===== config.mk =====
export PLATFORM = sky130hd
export DESIGN_NAME = pc_fetch_unit_flat
export DESIGN_NICKNAME = d
export VERILOG_FILES = /design/src/rtl/pc_fetch_unit_pkg.sv /design/src/rtl/pc_fetch_unit_if.sv /design/src/rtl/pc_fetch_unit.sv /design/src/flat_wrapper.sv
export SDC_FILE = /design/constraint.sdc
export NUM_CORES = 1
export LEC_CHECK = 0
export CORE_UTILIZATION = 40
export CTS_CLUSTER_SIZE = 20
export DETAILED_ROUTE_END_ITERATION = 8
export MAX_ROUTING_LAYER = met4
export PLACE_DENSITY = 0.74
export SYNTH_ARGS = -nofsm -noshare
export SYNTH_HDL_FRONTEND = slang
export SYNTH_SLANG_ARGS = --single-unit

===== constraint.sdc =====
create_clock -name clk -period 3 [get_ports clk]
set_input_delay 0.45 -clock clk [delete_from_list [all_inputs] [get_ports clk]]
set_output_delay 0.45 -clock clk [all_outputs]
set_load 0.05 [all_outputs]

===== src/rtl/pc_fetch_unit_pkg.sv =====
// Shared encodings for the fetch unit: redirect select values, FSM states and reset PC default.
package pc_fetch_unit_pkg;

  localparam logic PC_PLUS4 = 1'b0;
  localparam logic NEW_PC   = 1'b1;

  localparam logic [31:0] RESET_PC_DEFAULT = 32'h0000_0000;

  typedef enum logic [1:0] {
    S_REQ  = 2'd0,
    S_WAIT = 2'd1,
    S_HOLD = 2'd2
  } fetch_state_e;

endpackage


===== src/rtl/pc_fetch_unit_if.sv =====
// Instruction-memory request/response bus between the fetch unit (master) and memory (slave).
interface pc_fetch_unit_if #(
  parameter int unsigned XLEN = 32
);
  logic            imem_req_valid;
  logic [XLEN-1:0] imem_req_addr;
  logic            imem_req_ready;
  logic            imem_resp_valid;
  logic [XLEN-1:0] imem_resp_instr;

  modport master (
    output imem_req_valid,
    output imem_req_addr,
    input  imem_req_ready,
    input  imem_resp_valid,
    input  imem_resp_instr
  );

  modport slave (
    input  imem_req_valid,
    input  imem_req_addr,
    output imem_req_ready,
    output imem_resp_valid,
    output imem_resp_instr
  );
endinterface


===== src/rtl/pc_fetch_unit.sv =====
// Fetch PC owner: issues one-at-a-time imem requests, drops stale responses after a redirect,
// and holds each fetched instruction on if_* until the IF/ID latch accepts it.
module pc_fetch_unit
  import pc_fetch_unit_pkg::*;
#(
  parameter int unsigned      XLEN     = 32,
  parameter logic [XLEN-1:0]  RESET_PC = XLEN'(RESET_PC_DEFAULT)
) (
  input  logic             clk,
  input  logic             rst_n,
  input  logic             pc_src,
  input  logic [XLEN-1:0]  new_pc,
  input  logic             stall,
  pc_fetch_unit_if.master  imem,
  output logic             if_valid,
  output logic [XLEN-1:0]  if_pc,
  output logic [XLEN-1:0]  if_instr,
  input  logic             if_ready,
  output logic             flush,
  output logic [XLEN-1:0]  fetch_pc
);

  fetch_state_e    state_q;
  logic [XLEN-1:0] pc_q;
  logic [XLEN-1:0] req_pc_q;
  logic            drop_q;
  logic            redirect;

  assign redirect            = (pc_src == NEW_PC);
  assign flush               = rst_n && redirect;
  assign imem.imem_req_valid = rst_n && (state_q == S_REQ) && !stall && !redirect;
  assign imem.imem_req_addr  = pc_q;
  assign fetch_pc            = pc_q;

  always_ff @(posedge clk) begin
    if (!rst_n) begin
      state_q  <= S_REQ;
      pc_q     <= RESET_PC;
      req_pc_q <= '0;
      drop_q   <= 1'b0;
      if_valid <= 1'b0;
      if_pc    <= '0;
      if_instr <= '0;
    end else if (redirect) begin
      pc_q     <= new_pc & ~XLEN'(3);
      if_valid <= 1'b0;
      unique case (state_q)
        S_REQ: state_q <= S_REQ;
        S_WAIT: begin
          // A response arriving with the redirect is consumed here, so nothing stale remains.
          if (imem.imem_resp_valid) begin
            state_q <= S_REQ;
            drop_q  <= 1'b0;
          end else begin
            drop_q  <= 1'b1;
          end
        end
        S_HOLD:  state_q <= S_REQ;
        default: state_q <= S_REQ;
      endcase
    end else begin
      unique case (state_q)
        S_REQ: begin
          if (imem.imem_req_valid && imem.imem_req_ready) begin
            req_pc_q <= pc_q;
            pc_q     <= pc_q + XLEN'(4);
            state_q  <= S_WAIT;
          end
        end
        S_WAIT: begin
          if (imem.imem_resp_valid) begin
            if (drop_q) begin
              drop_q  <= 1'b0;
              state_q <= S_REQ;
            end else begin
              if_valid <= 1'b1;
              if_pc    <= req_pc_q;
              if_instr <= imem.imem_resp_instr;
              state_q  <= S_HOLD;
            end
          end
        end
        S_HOLD: begin
          if (if_ready) begin
            if_valid <= 1'b0;
            state_q  <= S_REQ;
          end
        end
        default: state_q <= S_REQ;
      endcase
    end
  end

endmodule


===== src/flat_wrapper.sv =====
// flat-port wrapper written by rule: the top's interface ports become plain ports
module pc_fetch_unit_flat import pc_fetch_unit_pkg::*;
#(
  parameter int unsigned      XLEN     = 32,
  parameter logic [XLEN-1:0]  RESET_PC = XLEN'(RESET_PC_DEFAULT)
)
  (clk, rst_n, pc_src, new_pc, stall, if_valid, if_pc, if_instr, if_ready, flush, fetch_pc, imem_imem_req_valid, imem_imem_req_addr, imem_imem_req_ready, imem_imem_resp_valid, imem_imem_resp_instr);
  pc_fetch_unit_if #(.XLEN(XLEN)) imem_i ();
  input  logic clk;
  input  logic rst_n;
  input  logic pc_src;
  input  logic [XLEN-1:0] new_pc;
  input  logic stall;
  output logic if_valid;
  output logic [XLEN-1:0] if_pc;
  output logic [XLEN-1:0] if_instr;
  input  logic if_ready;
  output logic flush;
  output logic [XLEN-1:0] fetch_pc;
  output wire logic [$bits(imem_i.imem_req_valid)-1:0] imem_imem_req_valid;
  output wire logic [$bits(imem_i.imem_req_addr)-1:0] imem_imem_req_addr;
  input wire logic [$bits(imem_i.imem_req_ready)-1:0] imem_imem_req_ready;
  input wire logic [$bits(imem_i.imem_resp_valid)-1:0] imem_imem_resp_valid;
  input wire logic [$bits(imem_i.imem_resp_instr)-1:0] imem_imem_resp_instr;
  assign imem_imem_req_valid = imem_i.imem_req_valid;
  assign imem_imem_req_addr = imem_i.imem_req_addr;
  assign imem_i.imem_req_ready = imem_imem_req_ready;
  assign imem_i.imem_resp_valid = imem_imem_resp_valid;
  assign imem_i.imem_resp_instr = imem_imem_resp_instr;
  pc_fetch_unit #(.XLEN(XLEN), .RESET_PC(RESET_PC)) u_core (.clk(clk), .rst_n(rst_n), .pc_src(pc_src), .new_pc(new_pc), .stall(stall), .imem(imem_i), .if_valid(if_valid), .if_pc(if_pc), .if_instr(if_instr), .if_ready(if_ready), .flush(flush), .fetch_pc(fetch_pc));
endmodule

## Word level (Yosys, flattened, before mapping)

Index checks and enable logic that the tools add are counted.

| storage, ports and cells | value |
|---|---|
| flip-flop bits (word level) | 132 |
| input port bits | 71 |

| operators by class | value |
|---|---|
| $add $sub $neg | 1 |
| equal/unequal tests | 7 |
| multiplexer cells | 20 |
| bitwise logic cells | 3 |
| reductions and logical operators | 20 |

Operator list:

| kind | count |
|---|---|
| two-way mux 32 bit | 3 |
| adder 32 x 3 -> 32 bit (second input constant) | 1 |
| two-way mux 2 bit | 7 |
| two-way mux 1 bit | 8 |
| AND reduction 4 bit | 2 |
| nonzero test 2 bit | 4 |
| != test 2 bit (second input constant) | 3 |
| != test 3 bit (second input constant) | 2 |
| case mux 2 bit (3 select lines) | 1 |
| AND reduction 2 bit | 3 |
| AND reduction 3 bit | 2 |
| logical AND 1 bit | 5 |
| NOT 1 bit | 3 |
| equality test 2 x 1 -> 1 bit (second input constant) | 1 |
| equality test 2 bit (second input constant) | 1 |
| zero test 1 bit | 2 |
| zero test 2 bit | 1 |
| case mux 1 bit (2 select lines) | 1 |
| OR reduction 2 bit | 1 |

## Logic depth before layout (Yosys ltp)

Gate-level depths: netlist of the first run.

| logic depth | value |
|---|---|
| word-level depth | 8 |
| depth in mapped cells | 9 |
| gate-level depth less buffers | 6 |

## Worst setup path after synthesis of the first run

No wires, ideal clock.

| timing | value |
|---|---|
| path type | in2out |
| start | in pc_src |
| end | out imem_imem_req_valid |
| data arrival time | 2.311 ns |
| data required time | 2.550 ns |
| setup slack | 0.239 ns |
| cell stages on the path | 4 |
| buffers on the path | 1 |
| path through | clkbuf_1 > inv_1 > nand2_1 > nor4_1 |

| between the ends | value |
|---|---|
| cells in the longest elaborated chain, start to end | 2 |

RTL lines:

| what | line | text |
|---|---|---|
| start: declaration | flat_wrapper.sv:11 | `input logic pc_src;` |
| zero test 1 bit | pc_fetch_unit.sv:31 | `assign imem.imem_req_valid = rst_n && (state_q == S_REQ) && !stall && !redirect;` |
| logical AND 1 bit | pc_fetch_unit.sv:31 |  |
| end: declaration | flat_wrapper.sv:20 | `output wire logic [$bits(imem_i.imem_req_valid)-1:0] imem_imem_req_valid;` |

No other way between the ends.

## Worst setup path after layout of the first run

| timing | value |
|---|---|
| start | in rst_n |
| end | out imem_imem_req_valid |

| between the ends | value |
|---|---|
| cells in the longest elaborated chain, start to end | 3 |

RTL lines:

| what | line | text |
|---|---|---|
| start: declaration | flat_wrapper.sv:10 | `input logic rst_n;` |
| logical AND 1 bit (3 in a row) | pc_fetch_unit.sv:31 |  |

No other way between the ends.

==> results of run 1 <==
## path summary, 6_finish.rpt
kind	to	depth (start not counted)	from
setup / recovery	imem_imem_req_valid	5	rst_n
hold / removal	u_core.if_pc[6]$_SDFFE_PN0P_	2	u_core.req_pc_q[6]$_SDFFE_PN0P_
setup reg to reg	u_core.fetch_pc[19]$_SDFFE_PN0P_	5	u_core.fetch_pc[4]$_SDFFE_PN0P_
hold reg to reg	u_core.if_pc[6]$_SDFFE_PN0P_	2	u_core.req_pc_q[6]$_SDFFE_PN0P_
## flip-flops by register name, summed over array words and instances (netlist names)
name / count
u_core.fetch_pc: 30
u_core.req_pc_q: 30
u_core.if_valid: 1
u_core.if_instr: 32
u_core.drop_q: 1
u_core.if_pc: 30
u_core.state_q: 2
## per-stage QoR
stage | hold slack, ps | worst slack (ps)
after floorplan | 432 | 239
after global placement | 438 | 486
after detailed placement | 442 | 377
after CTS | 449 | 549
after global routing | 462 | 481
final | 448 | 549
## cell usage in the layout (no fill, tap or decap), drive strengths merged, types with 5 or more instances in the layout
cell / count
conb: 6
dfxtp: 126
inv: 5
xor2: 6
buf: 18
clkdlybuf4s50: 191
clkinvlp: 5
nand3: 19
a21oi: 112
nand4: 13
nand2: 214
nor4: 6
nor2: 11
or3: 6
clkbuf: 19
a31oi: 6
and2: 5
o21ai: 16
## layout make-up
| class | instances | area, sq um |
|---|---|---|
| fillers | 1214 | 5350 |
| flip-flops and latches | 126 | 2520 |
| multi-input cells | 471 | 2400 |
| repair buffers | 209 | 2080 |
| clock buffers | 19 | 453 |
| well taps | 176 | 220 |
| clock inverters | 11 | 143 |
| inverters | 6 | 23.8 |
## logic make-up (layout without fill, tap and decap cells)
| group | Yosys count | count (layout) | synth area share [%] |
|---|---|---|---|
| other cells | 1 | 6 | 0.0696 |
| buf+inv | 87 | 245 | 9.22 |
| simple gates | 292 | 292 | 24.6 |
| xor+xnor | 9 | 9 | 1.46 |
| compound gates | 159 | 159 | 16.6 |
| mux | 4 | 4 | 0.975 |
| flops | 126 | 126 | 46.8 |
| fa+ha+maj | 1 | 1 | 0.232 |
## power groups by stage
stage               clock [mW]  combinational, mW  sequential [mW]
finish                    2.06              0.558             1.77
global route              2.17              0.583             1.78
CTS                       2.09              0.560             1.77
detailed placement           0              0.557             1.81
global placement             0              0.554             1.81
floorplan                    0              0.267             1.88
## critical path: cells and delay by family
kind / cells / cell delay [ps]
buffers and inverters: 3 / 970
and+or+nand+nor: 2 / 570
## per-layer routing
layer  routed length (microns)  share of wire, %
met5                         0                 0
met4                       420               2.8
met3                       801               5.3
met2                      7020                46
met1                      6950                46
==> impl_results.md, run 1 <==
* Antenna violations before repair at 0
* Distinct cells, synth at 51
* Reg2reg setup slack at 790 ps
* Non-Filler Instances at between 1000 and 1500
* Crit path launch type: input pin
* Largest net degree at the start of global routing at 109
* Fin Setup TNS at 0 ps
* Clock network fraction of design power at 46.9%
* I/O Buffers at 193
* Synth Warn # at 0
* EDFF count, synth at 0
* Post-synth ARST share at 0%
* WL/cell at 14.9 microns
* Largest stage delay, worst path at between 500 and 600 ps
* Number of global-route vias before repair at 4627
* Layout cell share with drive strength beyond 1 at 8.08%
* Post-DP Area at 7250 sq um
* Final ANT Viol Nets at 0
* Vias at 5166
* GR Util met3 at 4.75%
* Root Buffer: clkbuf_16
* Synth Flop Type: dfxtp_1
* Critical path cell sequence: clkdlybuf4s50_1, buf_4, nand2_1, nor4_1, buf_12
* F_max at 408 MHz
* Clock transition at path regs at 50 ps
* Die width at 118 microns
* Ports at 202
* Die height at 118 microns
* Leading area contributor after synthesis: dfxtp_1
* Vias per cell at 5.07
* Final hold vios at 0
* Slew @ Worst Pin at about 750 ps
* Routed wire length at 15.2 mm
* Synthesized cell area at 5390 sq um
* Post-CTS sizing at 0
* Clock buffer depth at 2
* Detailed-route DRC error count at 0
* Top cells by count, synth: nand2_1 (214), dfxtp_1 (126), a21oi_1 (110)
* Psw at 1.13 mW
* Register area share after synthesis at 46.8%
* H-tree lvl count at 4
* Sw Ratio at 25.7%
* Max FO, Critical Path at 17
* CP required at 2550 ps
* Diodes inserted at 0
* #FFs+latches synth at between 100 and 150
* Synth top area cells: dfxtp_1 (47%), nand2_1 (15%), a21oi_1 (10%)
* Worst path arrival time at 2000 ps
* # rows at 42
* CP Class: input pin to output pin
* Post-layout util at about 60%
* First-iteration detailed-routing DRC count at between 400 and 500
* Cells after Synth at 679
* Max_cap viols at 0
* Clock sink total at 126
* Overflow after GRT at 0
* Sequential share of power at 40.4%
* Most frequent cell after synthesis: nand2_1
* Met1 global-route usage at between 20% and 30%
* GR Layer Usage met2 at 33.7%
* RSZ-0062 raised after global routing: false
* CP max-delay cell: clkdlybuf4s50_1
* HPWL Detailed at 10.3 mm
* Hold-fix buffers at CTS at 0
* Slew headroom at ~50%
* Gate power share at about an eighth
* GRT Util Overall at 22.9%
* Placed Cells incl. Taps at 988
* Status: complete, no violations
* Routability cong. at ~0.90
* CTS Buf Count at 17
* Core area at 13200 sq um
* Total power at 4.39 mW
* Initial cell density of the core at between 40% and 50%
* Full die area at around 14000 sq um
* Peak supply drop at 0.000434 V
* Clk_lat worst skew at 410 ps
* Endpoints failing setup at 0
* Setup Skew at 5.38 ps
* Power per cell area at roughly 560 nW/um^2
* First-pass GRT wire length at between 20 and 25 mm
* Syn avg cell area at 7.93 sq um
* Post-layout instance area at 7850 sq um
* Drt pass-1 iters at 5
* Postcts setup bufs at 0
* Int Pwr at approximately 3.3 mW
* Final Max Slew Viols at 0
* Top-area cell type share of the netlist area at 46.8%
* Gr busiest metal: met2
* Final worst-path cycle share at 81.7%
* CTS tree: yes
* Hold WC Path Type: flop to flop
* CP endpoint kind: output pin
* P_leak at 2.64 nW
* Min cycle time layout at about 2500 ps
* Post-layout net count at 903
* Area added between synthesis and finish at 45.6%
Note: power is estimated with default switching activity, not from simulation.
==> inputs of run 2 (changes only) <==
--- a/config.mk
+++ b/config.mk
@@ -9,7 +9,7 @@
 export CTS_CLUSTER_SIZE = 20
 export DETAILED_ROUTE_END_ITERATION = 8
 export MAX_ROUTING_LAYER = met4
-export PLACE_DENSITY = 0.74
+export PLACE_DENSITY = 0.76
 export SYNTH_ARGS = -nofsm -noshare
 export SYNTH_HDL_FRONTEND = slang
 export SYNTH_SLANG_ARGS = --single-unit
==> constraint.sdc (replaced) <==
create_clock -name clk -period 2.1 [get_ports clk]
set_input_delay 0.315 -clock clk [delete_from_list [all_inputs] [get_ports clk]]
set_output_delay 0.315 -clock clk [all_outputs]
set_load 0.05 [all_outputs]
==> run 2 against run 1 <==
Die area stayed put. Critical path depth fell by 3. Critical path type is now flop to output pin. Final area increased by 4.1%. First-iteration DRC count is 16% lower. Global-route usage grew 0.62 points. Cell count grew 2.9%. Sequential power rose by 41%. Wire length up 3.4%. Sequential share of layout area decreased by 1.2 points.
==> impl_results.md, run 2 (same netlist as run 1, synthesis figures left out) <==
* Status: complete, no violations
* I/O Buffers at 193 (unchanged)
* Clock network fraction of design power at 49.1% (+2.2 points)
* R2r worst-path depth at 6 (+1)
* Diodes inserted at 0 (unchanged)
* CP Class: flop to output pin
* Number of fill cells at 1149 (-5.4%)
* Final hold vios at 0 (unchanged)
* F_max at 485 MHz
* Psw at 1.68 mW (+49%)
* Routed wire length at 15.7 mm (+3.4%)
* Die width at 118 microns (unchanged)
* Non-Filler Instances at 1048 (+2.9%)
* Final ANT Viol Nets at 0 (unchanged)
* Final worst-path cycle share at 98.2%
* Max_cap viols at 0 (unchanged)
* Largest net degree at the start of global routing at 109 (unchanged)
* P_leak at 3.02 nW (+15%)
* WL/cell at 15.0 microns (+0.40%)
* Biggest register: u_core.if_instr
* Antenna violations before repair at 0 (unchanged)
* Setup slack at placement at -149 ps (-526 ps)
* Post-layout net count at 931 (+3.1%)
* Post-DP Area at 7480 sq um (+3.2%)
* Placed Cells incl. Taps at 1016 (+2.8%)
* Routability cong. at 0.840 (-7.0%)
* Slew headroom at 61.5% (+12 points)
* Vias at 5291 (+2.4%)
* Worst path arrival time at 1750 ps (-250 ps)
* Slew @ Worst Pin at 575 ps (-171 ps)
* Final WS setup at 36.8 ps (-513 ps)
* Leading cell type in the layout, fill and taps excluded: nand2_1
* GRT Util Overall at 23.5% (+0.62 points)
* Vias per cell at 5.05 (-0.51%)
* Clk_lat worst skew at 420 ps (about the same)
* HPWL Detailed at 10.7 mm (+4.0%)
* Clock sink total at 126 (unchanged)
* Power per cell area at 808 nW/um^2 (+44%)
* Clock buffer depth at 2 (unchanged)
* Endpoints failing setup at 0 (unchanged)
* Initial cell density of the core at 40.8% (unchanged)
* # rows at 42 (unchanged)
* Total power at 6.60 mW (+50%)
* Number of flip-flops in the largest register at 32 (unchanged)
* Ports at 202 (unchanged)
* Hold Slack at 446 ps (-1.28 ps)
* Root Buffer: clkbuf_16
* Int Pwr at 4.92 mW (+51%)
* Crit path launch type: flop
* Core area at 13200 sq um (unchanged)
* Overflow after GRT at 0 (unchanged)
* Die height at 118 microns (unchanged)
* Hold WC Path Type: input pin to flop
* Sequential share of power at 38.0% (-2.4 points)
* WHS Path Cells at 3 (+1)
* Final Max Slew Viols at 0 (unchanged)
* Setup Skew at 7.11 ps (+1.73 ps)
* Peak supply drop at 0.000642 V (+48%)
* Post-layout instance area at 8170 sq um (+4.1%)
* Most frequent cells in the layout: nand2_1 (212), clkdlybuf4s50_1 (167), dfxtp_1 (123)
* CTS tree: yes
* Number of global-route vias before repair at 4850 (+4.8%)
* First-iteration detailed-routing DRC count at 386 (-16%)
* Max FO, Critical Path at 6 (-11)
* First-pass GRT wire length at 25.2 mm (+4.2%)
* CTS Buf Count at 17 (unchanged)
* CP required at 1780 ps (-770 ps)
* CP endpoint kind: output pin
* CP max-delay cell: clkdlybuf4s50_1
* Drt pass-1 iters at 5 (unchanged)
* Layout cell share with drive strength beyond 1 at 12.5% (+4.4 points)
* Largest stage delay, worst path at 800 ps (+280 ps)
* Gate power share at 12.9% (+0.2 points)
* Clock transition at path regs at 60 ps (about the same)
* Full die area at 13900 sq um (unchanged)
* Critical path cell sequence: buf_4, clkdlybuf4s50_1
* Area added between synthesis and finish at 51.6%
* Postcts setup bufs at 0 (unchanged)
* H-tree lvl count at 4 (unchanged)
* Min cycle time layout at 2060 ps
* Sw Ratio at 25.5% (-0.23 points)
* Detailed-route DRC error count at 0 (unchanged)
[run 2: cell count changes in the layout (fill, tap and decap cells not counted), sizes merged]
| cell | delta |
|---|---|
| buf | +33 |
| dlymetal6s2s | +10 |
| clkdlybuf4s50 | -24 |
| bufinv | +2 |
| dlygate4sd2 | +9 |
| clkinvlp | -3 |
| inv | +3 |
[run 2: area by class of cell]
| class | count | area (sq um) | share of cell area, % |
|---|---|---|---|
| Clock buffer | 19 | 443 | 5.42 |
| Clock inverter | 13 | 210 | 2.57 |
| Inverter | 6 | 23.8 | 0.291 |
| Multi-Input combinational cell | 471 | 2420 | 29.6 |
| Sequential cell | 126 | 2530 | 30.9 |
| Tap cell | 176 | 220 | 2.70 |
| Timing Repair Buffer | 237 | 2320 | 28.5 |
[run 2: power by group through the flow]
stage | clock (mW) | combinational (mW) | sequential [mW]
6_report | 3.24 | 0.853 | 2.50
3_5_place_dp | 0 | 0.854 | 2.55
5_1_grt | 3.38 | 0.892 | 2.51
3_3_place_gp | 0 | 0.850 | 2.55
4_1_cts | 3.27 | 0.852 | 2.50
2_1_floorplan | 0 | 0.381 | 2.69
[run 2: critical path: cells and delay by family, from the launching register on]
family	cells	cell delay, ps
buffers and inverters	2	970
flip-flops	1	360
[run 2: what timing repair did]
action                                 CTS  global route
setup endpoints to repair               10            14
gates resized for setup                 10            13
endpoints found under the hold margin    0             0
pin swaps                                0             1
hold buffers                             0             0
[run 2: layer usage]
| layer | share of wire, % | wire length [microns] | track usage, % |
|---|---|---|---|
| met3 | 5.0 | 788 | 3.88 |
| met4 | 2.5 | 388 | 10.1 |
| met1 | 44 | 6900 | 29.4 |
| met5 | 0 | 0 | - |
| met2 | 49 | 7620 | 37.5 |
[run 2: final timing paths]
kind / end / slack, ps / start
hold reg to reg: u_core.if_pc[30]$_SDFFE_PN0P_ / 450 / u_core.req_pc_q[30]$_SDFFE_PN0P_
hold / removal: u_core.if_instr[14]$_SDFFE_PN0P_ / 450 / imem_imem_resp_instr[14]
setup reg to reg: u_core.fetch_pc[7]$_SDFFE_PN0P_ / 180 / u_core.state_q[1]$_SDFFE_PN0P_
setup / recovery: fetch_pc[5] / 40 / u_core.fetch_pc[5]$_SDFFE_PN0P_
[run 2: metrics by stage]
step	utilization (%)	setup TNS (ps)
6_report	61.9	0
2_1_floorplan	-	0
3_3_place_gp	56.7	-485
4_1_cts	61.7	0
5_1_grt	61.9	-3.68
3_5_place_dp	56.7	-1560
==> inputs of run 3 (changes only) <==
--- a/config.mk
+++ b/config.mk
@@ -8,8 +8,7 @@
 export CORE_UTILIZATION = 40
 export CTS_CLUSTER_SIZE = 20
 export DETAILED_ROUTE_END_ITERATION = 8
-export MAX_ROUTING_LAYER = met4
-export PLACE_DENSITY = 0.76
+export PLACE_DENSITY = 0.74
 export SYNTH_ARGS = -nofsm -noshare
 export SYNTH_HDL_FRONTEND = slang
 export SYNTH_SLANG_ARGS = --single-unit
==> constraint.sdc (replaced) <==
create_clock -name clk -period 2.5 [get_ports clk]
set_input_delay 0.375 -clock clk [delete_from_list [all_inputs] [get_ports clk]]
set_output_delay 0.375 -clock clk [all_outputs]
set_load 0.05 [all_outputs]
==> run 3 against run 2 <==
Worst setup slack better by 180 ps. Sequential share of layout area is 1.1 points higher. Wire length shrank 2.6%. Critical path depth is 4 higher. Core utilization shrank 2.1 points. Largest cell class unchanged.
==> impl_results.md, run 3 (same netlist as run 1, synthesis figures left out) <==
* Status: complete, no violations
* Hold-fix buffers at CTS at 0 (unchanged)
* Crit path launch type: input pin
* WHS Path Cells at 2 (-1)
* Critical path cell sequence: clkdlybuf4s50_1, buf_4, inv_1, nand2_1, nor4_2, buf_12
* Worst path arrival time at 1910 ps (+160 ps)
* Diodes inserted at 0 (unchanged)
* Die width at 118 microns (unchanged)
* Critical path destination: imem_imem_req_valid
* Endpoints failing setup at 0 (unchanged)
* Post-layout net count at 912 (-2.0%)
* Slew headroom at 62.5% (+1.0 points)
* Hold Slack at 451 ps (+4.55 ps)
* Final hold vios at 0 (unchanged)
* WP buf/inv at 4 (+2)
* Min cycle time layout at 2290 ps
* CP endpoint kind: output pin
* Number of global-route vias before repair at 4625 (-4.6%)
* Detailed-route DRC error count at 0 (unchanged)
* Area added between synthesis and finish at 46.4%
* Antenna violations before repair at 0 (unchanged)
* F_max at about 440 MHz
* Layout cell share with drive strength beyond 1 at 9.38% (-3.1 points)
* Peak supply drop at 0.000427 V (-33%)
* Max_cap viols at 0 (unchanged)
* CTS tree: yes
* Biggest register: u_core.if_instr
* HPWL Detailed at 10.3 mm (-3.2%)
* Drt pass-1 iters at 5 (unchanged)
* CP required at 2120 ps (+340 ps)
* Clock buffer depth at 2 (unchanged)
* Clk_lat worst skew at 410 ps (about the same)
* CTS Buf Count at 17 (unchanged)
* Core area at 13200 sq um (unchanged)
* Leading cell type in the layout, fill and taps excluded: nand2_1
* Initial cell density of the core at 40.8% (unchanged)
* WL/cell at 14.9 microns (-0.81%)
* Postcts setup bufs at 0 (unchanged)
* Final worst-path cycle share at 91.5%
* Worst r2r src: u_core.fetch_pc[2]$_SDFFE_PN0P_
* CP Depth at 6 (+4)
* P_leak at 2.69 nW (-11%)
* Overflow after GRT at 0 (unchanged)
* Vias at 5185 (-2.0%)
* Final Max Slew Viols at 0 (unchanged)
* Reg2reg setup slack at 310 ps (+130 ps)
* Largest net degree at the start of global routing at 109 (unchanged)
* # rows at 42 (unchanged)
* H-tree lvl count at 4 (unchanged)
* RSZ-0062 raised after global routing: false
* Root Buffer: clkbuf_16
* I/O Buffers at 193 (unchanged)
* Critical Path Source: pc_src
* Worst R2R End: u_core.fetch_pc[22]$_SDFFE_PN0P_
* Number of flip-flops in the largest register at 32 (unchanged)
* Power per cell area at 635 nW/um^2 (-21%)
* Final WS setup at 213 ps (+176 ps)
* CP max-delay cell: clkdlybuf4s50_1
* Die height at 118 microns (unchanged)
* Final ANT Viol Nets at 0 (unchanged)
* Vias per cell at 5.04 (-0.19%)
* Routed wire length at 15.3 mm (-2.6%)
* Setup slack at placement at 181 ps (+330 ps)
* Post-CTS sizing at 0 (-10)
* Routability cong. at 0.887 (+5.6%)
* Max FO, Critical Path at 26 (+20)
* CP Class: input pin to output pin
* Crit path max-delay family: buffers and inverters
* Largest stage delay, worst path at 490 ps (-310 ps)
* R2r worst-path depth at 6 (unchanged)
* First-pass GRT wire length at 24.5 mm (-2.7%)
* Ports at 202 (unchanged)
* Slew @ Worst Pin at 561 ps (-15.0 ps)
* Clock transition at path regs at 50 ps (about the same)
* Setup Skew at 8.97 ps (+1.86 ps)
* Clock sink total at 126 (unchanged)
* Full die area at 13900 sq um (unchanged)
* First-iteration detailed-routing DRC count at 315 (-18%)
* Fin Setup TNS at 0 ps (unchanged)
* Most frequent cells in the layout: nand2_1 (213), clkdlybuf4s50_1 (191), dfxtp_1 (126)
* Hold WC Path Type: flop to flop
* GRT Util Overall at 22.1% (-1.4 points)
run 3: layout make-up:
class                   instances  area, sq um
multi-input cells             471         2410
fillers                      1240         5300
inverters                       6         23.8
well taps                     176          220
repair buffers                218         2180
clock inverters                11         67.6
clock buffers                  21          470
flip-flops and latches        126         2520
run 3: how the worst min path moves through the flow:
stage,startpoint,endpoint
final,u_core.req_pc_q[30]$_SDFFE_PN0P_,u_core.if_pc[30]$_SDFFE_PN0P_
after global routing,u_core.if_pc[14]$_SDFFE_PN0P_,u_core.if_pc[14]$_SDFFE_PN0P_
after CTS,u_core.req_pc_q[4]$_SDFFE_PN0P_,u_core.if_pc[4]$_SDFFE_PN0P_
after detailed placement,u_core.req_pc_q[2]$_SDFFE_PN0P_,u_core.if_pc[2]$_SDFFE_PN0P_
after global placement,u_core.req_pc_q[11]$_SDFFE_PN0P_,u_core.if_pc[11]$_SDFFE_PN0P_
after floorplan,u_core.req_pc_q[10]$_SDFFE_PN0P_,u_core.if_pc[10]$_SDFFE_PN0P_
run 3: where the power goes:
part           internal, mW  switching (mW)
clock network          1.33           0.869
registers              2.05          0.0697
logic                 0.270           0.420
total                  3.65            1.36
run 3: worst min-delay path, delay by kind of cell, from the launching register on:
kind,cells,cell delay (ps)
simple gates,1,50
flops,1,310
compound gates,1,50
run 3: per-stage QoR:
stage	power, mW	area [sq um]	instances	utilization [%]
2_1_floorplan	2.58	5410	684	-
3_3_place_gp	2.85	7350	997	55.7
3_5_place_dp	2.85	7350	997	55.7
4_1_cts	5.05	7890	1029	59.8
5_1_grt	5.18	7890	1029	59.8
6_report	5.01	7890	1029	59.8
run 3: per-layer routing:
layer  routed length, microns  track usage, %  vias up
met2                     7320            35.1      169
met4                      307            8.73        0
met1                     6910            29.8     2404
met5                        0               0        -
li1                         -               -     2589
met3                      748            3.68       23
